`config.mk`:
```
export PLATFORM = sky130hd
export DESIGN_NAME = debounce_array
export DESIGN_NICKNAME = d
export VERILOG_FILES = /design/src/rtl/debounce_pkg.sv /design/src/rtl/debounce_channel.sv /design/src/rtl/debounce_array.sv
export SDC_FILE = /design/constraint.sdc
export NUM_CORES = 1
export LEC_CHECK = 0
export BUFFER_PORTS_ARGS = -buffer_cell sky130_fd_sc_hd__buf_4
export CAP_MARGIN = 30
export CORE_ASPECT_RATIO = 1.4
export CORE_MARGIN = 2
export CORE_UTILIZATION = 30
export DETAILED_ROUTE_END_ITERATION = 10
export RECOVER_POWER = 100
export SYNTH_ARGS = -nofsm -noshare
export SYNTH_HDL_FRONTEND = slang
export SYNTH_SLANG_ARGS = --single-unit
```
`constraint.sdc`:
```
create_clock -name Clock -period 3.46 [get_ports Clock]
set_input_delay 0.865 -clock Clock [delete_from_list [all_inputs] [get_ports Clock]]
set_output_delay 0.865 -clock Clock [all_outputs]
set_load 0.05 [all_outputs]
```
`src/rtl/debounce_pkg.sv`:
```
// Shared state encoding and default timing for the push-button debouncer array.
// Defaults assume the 50 MHz board clock: 1 ms lockout, 10 ms to first repeat, 2 ms repeat rate.
package debounce_pkg;

    typedef enum logic [2:0] {
        ST_IDLE  = 3'd0,
        ST_SHOT  = 3'd1,
        ST_LOCK1 = 3'd2,
        ST_HELD  = 3'd3,
        ST_REL   = 3'd4,
        ST_LOCK0 = 3'd5
    } dbc_state_t;

    localparam int unsigned DEF_CNT_W           = 20;
    localparam int unsigned DEF_DEBOUNCE_CYCLES = 50000;
    localparam int unsigned DEF_REPEAT_DELAY    = 500000;
    localparam int unsigned DEF_REPEAT_RATE     = 100000;

    // Debounced level implied by a state; illegal encodings read as released.
    function automatic logic level_of(dbc_state_t s);
        return (s == ST_SHOT) || (s == ST_LOCK1) || (s == ST_HELD);
    endfunction

endpackage

```
`src/rtl/debounce_channel.sv`:
```
// One debounce lane: 2-flop synchroniser, first-edge FSM with lockout counter,
// and auto-repeat timing. All outputs are registered from the next-state decode.
module debounce_channel
    import debounce_pkg::*;
#(
    parameter int unsigned CNT_W           = DEF_CNT_W,
    parameter int unsigned DEBOUNCE_CYCLES = DEF_DEBOUNCE_CYCLES,
    parameter int unsigned REPEAT_EN       = 1,
    parameter int unsigned REPEAT_DELAY    = DEF_REPEAT_DELAY,
    parameter int unsigned REPEAT_RATE     = DEF_REPEAT_RATE
) (
    input  logic Clock,
    input  logic Reset,
    input  logic Switch,
    output logic Sw_Clean,
    output logic Press_Pulse,
    output logic Release_Pulse,
    output logic Repeat_Pulse
);

    localparam logic [CNT_W-1:0] DB_LAST    = CNT_W'(DEBOUNCE_CYCLES - 1);
    localparam logic [CNT_W-1:0] DELAY_LAST = CNT_W'(REPEAT_DELAY - 1);
    localparam logic [CNT_W-1:0] RATE_LAST  = CNT_W'(REPEAT_RATE - 1);
    localparam logic             REP_ON     = (REPEAT_EN != 0);

    logic             sync_meta, sync;
    dbc_state_t       st, st_n;
    logic [CNT_W-1:0] cnt, cnt_n;
    logic             rep_done, rep_done_n;
    logic             rep_n;

    always_ff @(posedge Clock or negedge Reset) begin
        if (!Reset) begin
            sync_meta <= 1'b0;
            sync      <= 1'b0;
        end else begin
            sync_meta <= Switch;
            sync      <= sync_meta;
        end
    end

    always_comb begin
        st_n       = st;
        cnt_n      = cnt;
        rep_done_n = rep_done;
        case (st)
            ST_IDLE: begin
                cnt_n = '0;
                if (sync) st_n = ST_SHOT;
            end
            ST_SHOT: begin
                cnt_n      = '0;
                rep_done_n = 1'b0;
                st_n       = ST_LOCK1;
            end
            ST_LOCK1: begin
                if (cnt == DB_LAST) begin
                    cnt_n = '0;
                    st_n  = ST_HELD;
                end else begin
                    cnt_n = cnt + 1'b1;
                end
            end
            ST_HELD: begin
                if (!sync) begin
                    st_n = ST_REL;
                end else if (!REP_ON) begin
                    cnt_n = '0;
                end else if (cnt == (rep_done ? RATE_LAST : DELAY_LAST)) begin
                    cnt_n      = '0;
                    rep_done_n = 1'b1;
                end else begin
                    cnt_n = cnt + 1'b1;
                end
            end
            ST_REL: begin
                cnt_n = '0;
                st_n  = ST_LOCK0;
            end
            ST_LOCK0: begin
                if (cnt == DB_LAST) begin
                    cnt_n = '0;
                    st_n  = ST_IDLE;
                end else begin
                    cnt_n = cnt + 1'b1;
                end
            end
            default: begin
                st_n       = ST_IDLE;
                cnt_n      = '0;
                rep_done_n = 1'b0;
            end
        endcase
    end

    // Repeat fires in the cycle the count hits its target, provided sync is still
    // high then; sync_meta is next cycle's sync, so a coinciding release suppresses it.
    always_comb begin
        rep_n = REP_ON && (st_n == ST_HELD) && sync_meta &&
                (cnt_n == (rep_done_n ? RATE_LAST : DELAY_LAST));
    end

    always_ff @(posedge Clock or negedge Reset) begin
        if (!Reset) begin
            st            <= ST_IDLE;
            cnt           <= '0;
            rep_done      <= 1'b0;
            Sw_Clean      <= 1'b0;
            Press_Pulse   <= 1'b0;
            Release_Pulse <= 1'b0;
            Repeat_Pulse  <= 1'b0;
        end else begin
            st            <= st_n;
            cnt           <= cnt_n;
            rep_done      <= rep_done_n;
            Sw_Clean      <= level_of(st_n);
            Press_Pulse   <= (st_n == ST_SHOT);
            Release_Pulse <= (st_n == ST_REL);
            Repeat_Pulse  <= rep_n;
        end
    end

endmodule

```
`src/rtl/debounce_array.sv`:
```
// CHANNELS independent debounce lanes plus an any-press strobe for the game FSMs.
module debounce_array
    import debounce_pkg::*;
#(
    parameter int unsigned CHANNELS        = 4,
    parameter int unsigned CNT_W           = DEF_CNT_W,
    parameter int unsigned DEBOUNCE_CYCLES = DEF_DEBOUNCE_CYCLES,
    parameter int unsigned REPEAT_EN       = 1,
    parameter int unsigned REPEAT_DELAY    = DEF_REPEAT_DELAY,
    parameter int unsigned REPEAT_RATE     = DEF_REPEAT_RATE
) (
    input  logic                Clock,
    input  logic                Reset,
    input  logic [CHANNELS-1:0] Switch,
    output logic [CHANNELS-1:0] Sw_Clean,
    output logic [CHANNELS-1:0] Press_Pulse,
    output logic [CHANNELS-1:0] Release_Pulse,
    output logic [CHANNELS-1:0] Repeat_Pulse,
    output logic                Any_Press
);

    for (genvar i = 0; i < CHANNELS; i++) begin : g_ch
        debounce_channel #(
            .CNT_W           (CNT_W),
            .DEBOUNCE_CYCLES (DEBOUNCE_CYCLES),
            .REPEAT_EN       (REPEAT_EN),
            .REPEAT_DELAY    (REPEAT_DELAY),
            .REPEAT_RATE     (REPEAT_RATE)
        ) u_ch (
            .Clock         (Clock),
            .Reset         (Reset),
            .Switch        (Switch[i]),
            .Sw_Clean      (Sw_Clean[i]),
            .Press_Pulse   (Press_Pulse[i]),
            .Release_Pulse (Release_Pulse[i]),
            .Repeat_Pulse  (Repeat_Pulse[i])
        );
    end

    // OR of registered pulses, so still a clean one-clock strobe.
    assign Any_Press = |Press_Pulse;

endmodule
```
==> reports/results.txt, run 1 <==
The run finished, with violations left. The checks that failed: capacitance limit, slew limit. The H-tree depth is 4.

STA puts the critical path data required time at 3.77 ns. Pin placement for this block handled 23 I/O pins. Post-CTS repair changed the size of 0 cells. Counting every sink on the clock net gives 120.

STA classifies the critical path endpoint as a flip-flop. Sorting the synthesized cells by area gives the leading types as sky130_fd_sc_hd__dfrtp_1 41%, sky130_fd_sc_hd__nand2_1 4.1%, sky130_fd_sc_hd__nand3_1 3.7%, sky130_fd_sc_hd__nor2_1 3.4%, sky130_fd_sc_hd__o21ai_0 2.9%. The share of layout cells above drive strength 1 was 0.101; the multi-input logic area was 3970 sq um. The effective utilization at floorplan came out at 0.306. In this run the worst setup path begins at g_ch[3].u_ch.cnt[11]$_DFF_PN0_. The run gives 853 as the number of instances in the synthesized netlist. Distinct cell type count of the synthesized netlist: 80. The critical path in this run is classified as reg2reg. In this run the static leakage power is 3.53 nW. The worst register-to-register path begins at g_ch[3].u_ch.cnt[11]$_DFF_PN0_. Dividing the synthesized area by the synthesized cell count gives 8.63 sq um. The most used flip-flop cell after synthesis is sky130_fd_sc_hd__dfrtp_1. The largest stage delay on the critical path came out at 0.55 ns.

Summed over all layers, the global routing overflow is 0. The run gives 908 as the final net count. The logs give 0.329 for the fraction of power consumed by the clock network and 2 for the maximum clock insertion buffer count. The die outline height is 189 microns, and the antenna diode count is 0. The cell taking the most area after synthesis was sky130_fd_sc_hd__dfrtp_1. The final layout contains routed wiring with a total length of 21.2 mm.

The number of slew-limit violations in the final report is 89, and the final critical delay including setup and external delays is 3.38 ns. Clock-pin slew was measured on the worst setup and hold paths at 0.05 ns. On the critical path the largest part of the delay comes from simple AND/OR/NAND/NOR gates. The cell area after technology mapping is 7360 sq um, and the buffering stage count on the worst path with inverters included is 0. The instance area at placement was 8060 sq um. The slew of the pin with the lowest slew margin was 2.22 ns. The switching part of the total power is 0.389. Cell with the biggest individual delay on the critical path: sky130_fd_sc_hd__or4_4. Using the TritonRoute via totals, the vias-per-cell ratio works out to 5.75.

The HPWL after detailed placement is 15.4 mm. Clock latency on the worst-skew pair, taken at its later pin, is 0.43 ns. The final worst-path cycle share was 0.977.

The logs give 0.408 for the proportion of synthesized chip area in sequential cells and 89 for the pin count of the biggest net entering global routing. The final sum of negative setup slack was 0 ns; the number of rows in the core area was 67. After clock tree synthesis, the setup repair step added 0 buffers.

The critical path goes through or4_4 -> or4_4 -> or3_4 -> a221o_1 -> a22oi_2 -> nand3_1 -> or4_1 -> a2111oi_2. The share of the synthesized area in the top cell type was 0.408; the weighted congestion at the end of routability-driven global placement was 0.940. In this run the horizontal extent of the chip is 136 microns.

The finished cells cover 8530 sq um. The synthesized design contains 0 enable-type register cells. The synthesized flop and latch total was 120; the initial DRC count was 654.

For this run, design rule violations remaining after detail routing come to 0. Buffers placed on the I/O ports in this run total 22. Across the VDD grid, the largest voltage drop is 0.355 mV. The number of antenna violations at the first check in global routing was 0; the share of power burned in registers was 0.319. The first global-routing pass estimated 35.0 mm of wire.

Along the worst path, the maximum fanout reaches 4. The total vias in the final route is 7,017, and the number of max-cap violations is 1. Synthesis-to-layout area growth: 15.8%.

TritonCTS built the clock tree. The most numerous cell type found on the critical path is sky130_fd_sc_hd__or4_4. Synthesis produced a netlist with a net count of 863. In the final routed layout, each cell accounts on average for 17.4 microns. The run gives 0.171 as the overall fraction of global-route tracks in use.

The run gives 0.378 ns as the tightest hold margin. The pre-antenna-repair detailed-routing pass consisted of 7 iterations. The tools report the combinational share of power as 0.351. The logs give 0.00661 ns for the worst clock skew on the final layout and 0 for the number of nets with antenna violations after detailed routing. In this run the most critical hold path is launched from g_ch[3].u_ch.sync_meta$_DFF_PN0_. The floorplan step defined a die boundary enclosing 25,800 sq um. For this run, the number of Yosys warnings is 0.

Power density over the cells: 661 nW/um^2. Registers take 3000 sq um. Setup violations remaining at the end of the flow were counted as 0. Static timing analysis puts the maximum clock frequency at 296 MHz. The floorplan step defined a core boundary enclosing 24,100 sq um. Among all cell types in the netlist, the one instantiated most often is sky130_fd_sc_hd__dfrtp_1. The number of global-route vias before repair is 6,848, and the fraction of registers with async set/reset is 1.00.

The path class of the tightest hold or removal check is reg2reg. The tree is rooted in a sky130_fd_sc_hd__clkbuf_16. Counting the buffers created by CTS gives 17.

The number of filler cells placed in the layout was 2,423. The tools report the core occupancy in the finished layout as 0.355. Counting instances in the post-synthesis netlist gives the leading cell types as 120 x sky130_fd_sc_hd__dfrtp_1, 80 x sky130_fd_sc_hd__nand2_1, 66 x sky130_fd_sc_hd__nor2_1.

Internal power comes to 3.44 mW. The relative slew slack was -0.483. The net switching power was 2.19 mW. Setup repair after global routing left no endpoint under its margin. After clock tree synthesis, the flow added hold-fix buffers numbering 0.

STA classifies the critical path startpoint as a flip-flop. The run gives 0 as the final hold violation count. The data arrival time at the worst-slack endpoint came out at 3.69 ns.
[sequential cells by signal, summed over array words and instances, names as in the netlist]
name / cells
g_ch.u_ch.Repeat_Pulse: 4
g_ch.u_ch.Release_Pulse: 4
g_ch.u_ch.rep_done: 4
g_ch.u_ch.sync_meta: 4
g_ch.u_ch.cnt: 80
g_ch.u_ch.sync: 4
g_ch.u_ch.Press_Pulse: 4
g_ch.u_ch.Sw_Clean: 4
g_ch.u_ch.st: 12
[placed cells by master, fill, tap and decap left out, types with 8 or more instances in the layout]
cell type,instances
sky130_fd_sc_hd__and3_1,23
sky130_fd_sc_hd__nand4b_1,9
sky130_fd_sc_hd__nand3_1,55
sky130_fd_sc_hd__o21ai_0,50
sky130_fd_sc_hd__nor4_1,24
sky130_fd_sc_hd__a31oi_1,18
sky130_fd_sc_hd__nor2_1,66
sky130_fd_sc_hd__or3_1,10
sky130_fd_sc_hd__nor3_1,25
sky130_fd_sc_hd__clkbuf_1,40
sky130_fd_sc_hd__nand4_1,20
sky130_fd_sc_hd__and2_1,8
sky130_fd_sc_hd__a21o_1,10
sky130_fd_sc_hd__nand2_1,80
sky130_fd_sc_hd__inv_1,39
sky130_fd_sc_hd__o21a_1,8
sky130_fd_sc_hd__xnor2_1,8
sky130_fd_sc_hd__clkbuf_16,17
sky130_fd_sc_hd__a21oi_1,40
sky130_fd_sc_hd__nor3b_1,8
sky130_fd_sc_hd__nor4bb_1,12
sky130_fd_sc_hd__buf_4,28
sky130_fd_sc_hd__nand3b_1,9
sky130_fd_sc_hd__dfrtp_1,120
sky130_fd_sc_hd__or2_2,8
[power by group through the flow]
stage,Sequential (mW),Clock (mW),Combinational (mW)
global placement,1.82,0,2.12
detailed placement,1.82,0,2.12
finish,1.80,1.86,1.98
CTS,1.80,1.90,2.13
global route,1.83,1.97,2.17
floorplan,1.69,0,1.56
[routing by layer]
metal / track usage / part of all wire / up-vias
li1: - / - / 3306
met1: 0.199 / 0.41 / 3342
met5: 0 / 0 / -
met2: 0.294 / 0.50 / 296
met3: 0.0260 / 0.049 / 73
met4: 0.0982 / 0.043 / 0
[through the flow]
stage | setup WS [ns] | instances | total power, mW
detailed placement | 0.0559 | 1189 | 3.94
finish | 0.0789 | 1220 | 5.64
floorplan | 0.0464 | 853 | 3.25
global route | 0.0100 | 1220 | 5.97
global placement | 0.105 | 1189 | 3.94
CTS | 0.0352 | 1220 | 5.83
[area by class of cell]
class                           instances  area share
Inverter                               40      0.0176
Clock buffer                           23      0.0584
Clock inverter                          8      0.0138
Timing Repair Buffer                   74      0.0471
Sequential cell                       120       0.352
Tap cell                              310      0.0455
Multi-Input combinational cell        645       0.466
[worst register-to-register path: cells and delay by family, from the launching register on]
kind	cells	cell delay (ns)
and+or+nand+nor	5	1.97
AOI/OAI and AO/OA	3	0.92
DFF	1	0.37
[cells by family after synthesis]
logic type / synth area share
AND/OR/NAND/NOR: 0.307
AO/OA/AOI/OAI: 0.203
flip-flops: 0.408
buffers and inverters: 0.0552
XOR/XNOR: 0.0107
multiplexers: 0.00968
adder cells (fa/ha/maj): 0.00680
[path summary, 6_finish.rpt]
path                            slack (ns)                             endpoint  cells past startpoint
worst max-delay path                  0.08  g_ch[3].u_ch.Repeat_Pulse$_DFF_PN0_                      8
worst min-delay path                  0.38          g_ch[3].u_ch.sync$_DFF_PN0_                      0
worst max register to register        0.08  g_ch[3].u_ch.Repeat_Pulse$_DFF_PN0_                      8
worst min register to register        0.38          g_ch[3].u_ch.sync$_DFF_PN0_                      0
max in group asynchronous             0.94      g_ch[0].u_ch.Sw_Clean$_DFF_PN0_                      2
min in group asynchronous             1.07        g_ch[2].u_ch.cnt[3]$_DFF_PN0_                      1
No activity file was read; power rests on OpenSTA's default activity.
==> run 2, diff against run 1 <==
--- a/config.mk
+++ b/config.mk
@@ -11,6 +11,8 @@
 export CORE_MARGIN = 2
 export CORE_UTILIZATION = 30
 export DETAILED_ROUTE_END_ITERATION = 10
+export MAX_ROUTING_LAYER = met4
+export PLACE_DENSITY = 0.51
 export RECOVER_POWER = 100
 export SYNTH_ARGS = -nofsm -noshare
 export SYNTH_HDL_FRONTEND = slang
==> reports/results.txt, run 2 (same netlist as run 1, synthesis figures left out) <==
The cell at the root of the clock tree is sky130_fd_sc_hd__clkbuf_16. For this block, the initial DRC count from the detailed router was 583. The horizontal extent of the die works out to 136 microns. The logs give 0 for the number of slew-limit violations in the final report and 5 for the first-pass iteration count of the detailed router. 23 I/O pins were placed. For the core occupancy in the finished layout, the log shows 0.356. For the finished layout, the period the worst path requires is 3.36 ns. The layout has 2,474 filler cells. Global routing finished with a remaining overflow of 0.

After detailed routing, the average wire length per cell comes to 18.1 microns. Setup repair after global routing could not meet its margin everywhere. Traced cell by cell, the critical path runs through or4_4 -> or4_4 -> or3_4 -> a221o_1 -> a22oi_2 -> nand3_1 -> or4_4 -> a2111oi_4.

The met2 routing resource usage after global routing is 0.309, and the antenna diode count is 0. Clock latency on the worst-skew pair, taken at its later pin, is 0.43 ns. The detail route stage leaves a number of antenna-violating nets equal to 0.

The share of layout cells above drive strength 1 works out to 0.113. The hold-fix buffer count after cts was 0; the number of buffers added for setup after CTS was 0. The register with the most flip-flops in the layout has 80 of them. The tools report the relative slew slack as 0.104. For the worst setup path, the data arrival time is 3.69 ns. Clock tree synthesis inserted a total of 17 buffers.

In the final timing run, aggregate negative setup slack is 0 ns. For this design, the slowest cell found on the critical path is sky130_fd_sc_hd__or4_4. The type of the setup path with the least slack is reg2reg. The most numerous cell type found on the critical path is sky130_fd_sc_hd__or4_4. For the pin with the worst max-slew slack, the measured transition is 1.34 ns.

In this run the core area contains 67 standard-cell rows. The run gives 0.0295 as the routing usage on met3. Leaving out fill and tap cells, the most frequent cell in the layout is sky130_fd_sc_hd__dfrtp_1. The kind of capture point of the worst setup path was a flip-flop. The maximum clock frequency is 297 MHz.

Summed over all cells, the static leakage comes to 3.54 nW. Data on the critical path is required at its endpoint by 3.79 ns. Type of the most critical hold path: reg2reg. Clock-pin slew on the worst setup and hold paths: 0.06 ns. In this run the worst path has a maximum fanout of 5. The floorplan step set the die height to 189 microns. The register with the most flip-flops in the final layout is g_ch.u_ch.cnt. Final worst-path cycle share: 0.972. The run gives 0.0105 ns as the worst clock skew on the final layout. Setup violations remaining at the end of the flow were counted as 0.

In this run the deepest clock path goes through 2 buffers. The number of max-cap violations was 0; the overall routed net length was 22.1 mm. The CTS sink count was 120; the total vias in the final route was 6,948. Via-per-instance ratio: 5.69. CTS built an H-tree with a depth of 4. The logs give 0.183 for the overall fraction of global-route tracks in use and 6,782 for the number of global-route vias before repair.

In the final layout, the registers with the most flip-flops are g_ch.u_ch.cnt (80), g_ch.u_ch.st (12). The die covers 25,800 sq um. The first-pass GRT wire length is 36.0 mm, and the number of antenna violations at the first check in global routing is 0. The largest stage delay on the critical path was 0.56 ns.

The final net count was 908; the effective utilization at floorplan was 0.306. For this design the ratio of total power to cell area is 659 nW/um^2. TritonCTS built the clock tree. At the end of routability-driven placement, the weighted congestion stood at 0.896. The final hold violation count is 0. The floorplan step defined a core boundary enclosing 24,100 sq um. The run gives 0.322 mV as the maximum vdd drop. The top cell types in the final layout, fill and taps aside, are 120 x sky130_fd_sc_hd__dfrtp_1, 80 x sky130_fd_sc_hd__nand2_1, 66 x sky130_fd_sc_hd__nor2_1.

Busiest layer in global routing: met2. From synthesis to final layout, the design area changed by 16.4%. After detailed routing, the number of remaining DRC violations is 0. The count of buffers added on input and output ports is 22. The fraction of met1 tracks used by global routing was 0.209. Summed over all nets, the half-perimeter wirelength after detailed placement is 16.2 mm.

Pin count of the biggest net entering global routing: 55. The launching element type of the critical path is a flip-flop. The flow ran to the end, and the final reports show no timing, DRC or antenna violations.
-- run 2: metal layers --
layer  vias to the layer above  wire length (microns)
met5                         -                      0
met4                         0                    937
met3                        74                    833
met2                       215                  11200
met1                      3365                   9070
li1                       3294                      -
-- run 2: cell type report --
| class | count | area (sq um) | area share |
|---|---|---|---|
| clock inverter | 10 | 118 | 0.0137 |
| inverter | 40 | 150 | 0.0175 |
| clock buffer | 22 | 484 | 0.0565 |
| timing repair buffer | 74 | 434 | 0.0507 |
| multi-input combinational | 645 | 3990 | 0.466 |
| sequential | 120 | 3000 | 0.350 |
| tap | 310 | 388 | 0.0453 |
-- run 2: repair_timing --
action                     in CTS  in global routing
pin swaps                       0                  2
resized for setup               1                  7
setup endpoints to repair       1                  3
-- run 2: path summary, 6_finish.rpt --
check / start / endpoint / slack, ns / cells after the start
worst max-delay path: g_ch[3].u_ch.cnt[11]$_DFF_PN0_ / g_ch[3].u_ch.Repeat_Pulse$_DFF_PN0_ / 0.1 / 8
worst min-delay path: g_ch[1].u_ch.sync_meta$_DFF_PN0_ / g_ch[1].u_ch.sync$_DFF_PN0_ / 0.37 / 0
worst max register to register: g_ch[3].u_ch.cnt[11]$_DFF_PN0_ / g_ch[3].u_ch.Repeat_Pulse$_DFF_PN0_ / 0.1 / 8
worst min register to register: g_ch[1].u_ch.sync_meta$_DFF_PN0_ / g_ch[1].u_ch.sync$_DFF_PN0_ / 0.37 / 0
max in group asynchronous: Reset / g_ch[1].u_ch.cnt[10]$_DFF_PN0_ / 1.05 / 2
min in group asynchronous: Reset / g_ch[0].u_ch.cnt[9]$_DFF_PN0_ / 0.74 / 1
-- run 2: critical path: cells and delay by family (launching register included) --
family | cells | cell delay (ns)
AO/OA/AOI/OAI | 3 | 0.85
flip-flops | 1 | 0.38
AND/OR/NAND/NOR | 5 | 2.04
-- run 2: metrics by stage --
| stage | hold slack [ns] | setup WS, ns | instance area [sq um] | std cells | total power [mW] |
|---|---|---|---|---|---|
| 6_report | 0.371 | 0.0973 | 8570 | 1221 | 5.65 |
| 5_1_grt | 0.394 | -0.0423 | 8570 | 1221 | 6.00 |
| 4_1_cts | 0.380 | 0.00936 | 8660 | 1221 | 5.79 |
| 3_5_place_dp | 0.362 | -0.0218 | 8060 | 1189 | 3.93 |
| 3_3_place_gp | 0.365 | 0.0485 | 8060 | 1189 | 3.93 |
| 2_1_floorplan | 0.347 | 0.0464 | 7360 | 853 | 3.25 |
-- run 2: power breakdown --
part	switching (mW)	leakage (nW)	internal (mW)	total, mW
registers	0.218	1.62	1.58	1.80
logic	1.34	1.64	0.686	2.03
clock network	0.688	0.285	1.14	1.82
total	2.25	3.54	3.40	5.65
==> run 3, diff against run 2 <==
--- a/config.mk
+++ b/config.mk
@@ -7,12 +7,14 @@
 export LEC_CHECK = 0
 export BUFFER_PORTS_ARGS = -buffer_cell sky130_fd_sc_hd__buf_4
 export CAP_MARGIN = 30
+export CELL_PAD_IN_SITES_DETAIL_PLACEMENT = 1
+export CELL_PAD_IN_SITES_GLOBAL_PLACEMENT = 1
 export CORE_ASPECT_RATIO = 1.4
 export CORE_MARGIN = 2
 export CORE_UTILIZATION = 30
 export DETAILED_ROUTE_END_ITERATION = 10
 export MAX_ROUTING_LAYER = met4
-export PLACE_DENSITY = 0.51
+export PLACE_DENSITY = 0.61
 export RECOVER_POWER = 100
 export SYNTH_ARGS = -nofsm -noshare
 export SYNTH_HDL_FRONTEND = slang
==> reports/results.txt, run 3 (same netlist as run 1, synthesis figures left out) <==
TritonCTS built the clock tree. The buffering stage count on the worst path with inverters included came out at 0. The flip-flop count of the largest register, all copies and words added was 80; the effective utilization at floorplan was 0.306. The pre-antenna-repair detailed-routing pass consisted of 4 iterations. Initial DRC count: 414. For the antenna diode count, the log shows 0. Setup repair after global routing left no endpoint under its margin.

The half-perimeter wire length after detailed placement is 18.1 mm. The number of buffers created by CTS came out at 17. The routed design could run at a clock period as short as 3.38 ns.

Kind of cell with the highest combined delay on the critical path: simple AND/OR/NAND/NOR gates. Entering global routing, the biggest net connects 69 pins. Number of global-route vias before repair: 7,406. The launching element type of the critical path was a flip-flop.

The tools report the maximum clock frequency as 296 MHz. The type of the most critical hold path is reg2reg. The die outline height was 189 microns; the number of filler cells placed in the layout was 2,833. Along the worst path, the maximum fanout reaches 5.

The slew of the pin with the lowest slew margin was 1.78 ns; the hold-fix buffer count after cts was 0. Share of layout cells above drive strength 1: 0.116. Clock skew on the completed layout was measured at 0.00800 ns.

The total vias in the final route is 7,005. The tools report the first-pass GRT wire length as 40.0 mm. The power density over the cells came out at 682 nW/um^2. For the worst setup path, the data required time is 3.79 ns. The leftover overflow at the end of global routing was 0.

The checks that failed: capacitance limit, slew limit. The register with the most flip-flops in the final layout is g_ch.u_ch.cnt. The run finished, with violations left. The cell seen most often among critical-path stages is sky130_fd_sc_hd__or4_4. For this design the top-level I/O count stands at 23. The weighted congestion at the end of routability-driven global placement was 0.872. Data on the critical path arrives at its endpoint at 3.71 ns.

The kind of capture point of the worst setup path was a flip-flop. In the final layout, the multi-input gates occupy 4000 sq um. In this run the deepest clock path goes through 2 buffers.

Walking the worst path, the cells encountered are or4_4 -> or4_4 -> or3_4 -> a221o_1 -> a22oi_2 -> nand3_2 -> or4_4 -> a2111oi_4. In the routed design, unresolved DRC markers number 0. The clock-pin slew on the worst setup and hold paths came out at 0.06 ns.

The tree built by TritonCTS fans out to 120 sinks. The area growth from synthesis to layout is 18.0%. For the relative slew slack, the log shows -0.184. Number of nets with antenna violations after detailed routing: 0.

The die area is 25,800 sq um. Cell with the biggest individual delay on the critical path: sky130_fd_sc_hd__or4_4. The number of max-cap violations came out at 1. The number of buffer cells added on primary ports works out to 22. The area used by sequential logic in the layout came out at 3000 sq um. The run gives 0.346 mV as the maximum vdd drop. The run gives 0.204 as the overall fraction of global-route tracks in use. Summed over all layers, the routed wires come to 24.4 mm.

CTS placed an instance of sky130_fd_sc_hd__clkbuf_16 at the clock tree root. At the end of the flow, the number of nets in the layout was 921. On the worst path, the slowest cell contributes a delay of 0.56 ns. The most common cell after layout, fill and taps aside was sky130_fd_sc_hd__dfrtp_1. The clock insertion delay at the later pin of the skew report was 0.43 ns; the final worst-path cycle share was 0.977.

Summed over all cells, the static leakage comes to 3.60 nW. The floorplan step set the die width to 136 microns. In the routed layout, each cell is associated on average with a via count of 5.68. Setup violations remaining at the end of the flow were counted as 0.

The floorplan step defined a core boundary enclosing 24,100 sq um. In the final routed layout, each cell accounts on average for 19.8 microns. The logs give 69 for the number of slew-limit violations in the final report and 5.92 mW for the post-route total power. The critical path in this run is classified as reg2reg. For the final sum of negative setup slack, the log shows 0 ns. The largest registers in the layout are g_ch.u_ch.cnt (80), g_ch.u_ch.st (12). For the final hold violation count, the log shows 0. Leaving out fill and tap cells, the most frequent cells in the layout are 120 x sky130_fd_sc_hd__dfrtp_1, 80 x sky130_fd_sc_hd__nand2_1, 66 x sky130_fd_sc_hd__nor2_1.

The number of antenna violations at the first check in global routing is 0, and the H-tree depth is 4. Number of rows in the core area: 67.
-- run 3: area by class of cell --
cell class | count | area share
flip-flops and latches | 120 | 0.346
well taps | 310 | 0.0446
inverters | 40 | 0.0173
repair buffers | 87 | 0.0567
clock inverters | 11 | 0.0225
multi-input cells | 645 | 0.461
clock buffers | 20 | 0.0526
-- run 3: per-layer routing --
layer / vias up / wire [microns] / share of wire / global-route usage
met1: 3524 / 10300 / 0.42 / 0.231
met5: - / 0 / 0 / -
li1: 3313 / - / - / -
met3: 48 / 601 / 0.025 / 0.0316
met2: 120 / 12800 / 0.52 / 0.359
met4: 0 / 655 / 0.027 / 0.0777
-- run 3: through the flow --
step | worst slack [ns] | hold WS, ns | std cells | util | instance area, sq um
floorplan | 0.0464 | 0.347 | 853 | - | 7360
global placement | -0.0277 | 0.364 | 1201 | 0.339 | 8150
detailed placement | -0.102 | 0.365 | 1201 | 0.339 | 8150
CTS | 0.0254 | 0.378 | 1232 | 0.366 | 8810
global route | 0.00821 | 0.384 | 1233 | 0.361 | 8690
finish | 0.0798 | 0.371 | 1233 | 0.361 | 8690
-- run 3: worst paths after layout --
path,from,endpoint,slack [ns],cells after the start
min in group asynchronous,Reset,g_ch[2].u_ch.cnt[19]$_DFF_PN0_,0.87,1
min reg2reg,g_ch[1].u_ch.sync_meta$_DFF_PN0_,g_ch[1].u_ch.sync$_DFF_PN0_,0.37,0
max in group asynchronous,Reset,g_ch[3].u_ch.sync_meta$_DFF_PN0_,0.80,2
max,g_ch[3].u_ch.cnt[11]$_DFF_PN0_,g_ch[3].u_ch.Repeat_Pulse$_DFF_PN0_,0.08,8
min,g_ch[1].u_ch.sync_meta$_DFF_PN0_,g_ch[1].u_ch.sync$_DFF_PN0_,0.37,0
max reg2reg,g_ch[3].u_ch.cnt[11]$_DFF_PN0_,g_ch[3].u_ch.Repeat_Pulse$_DFF_PN0_,0.08,8
-- run 3: where the power goes --
group	internal, mW	switching (mW)	total, mW
registers	1.58	0.225	1.80
clock network	1.31	0.699	2.01
logic	0.690	1.42	2.11
-- run 3: timing repair --
action | CTS | global route
buffers inserted | 0 | 1
pin swaps | 1 | 6
gates resized for setup | 3 | 8
setup endpoints to repair | 1 | 3
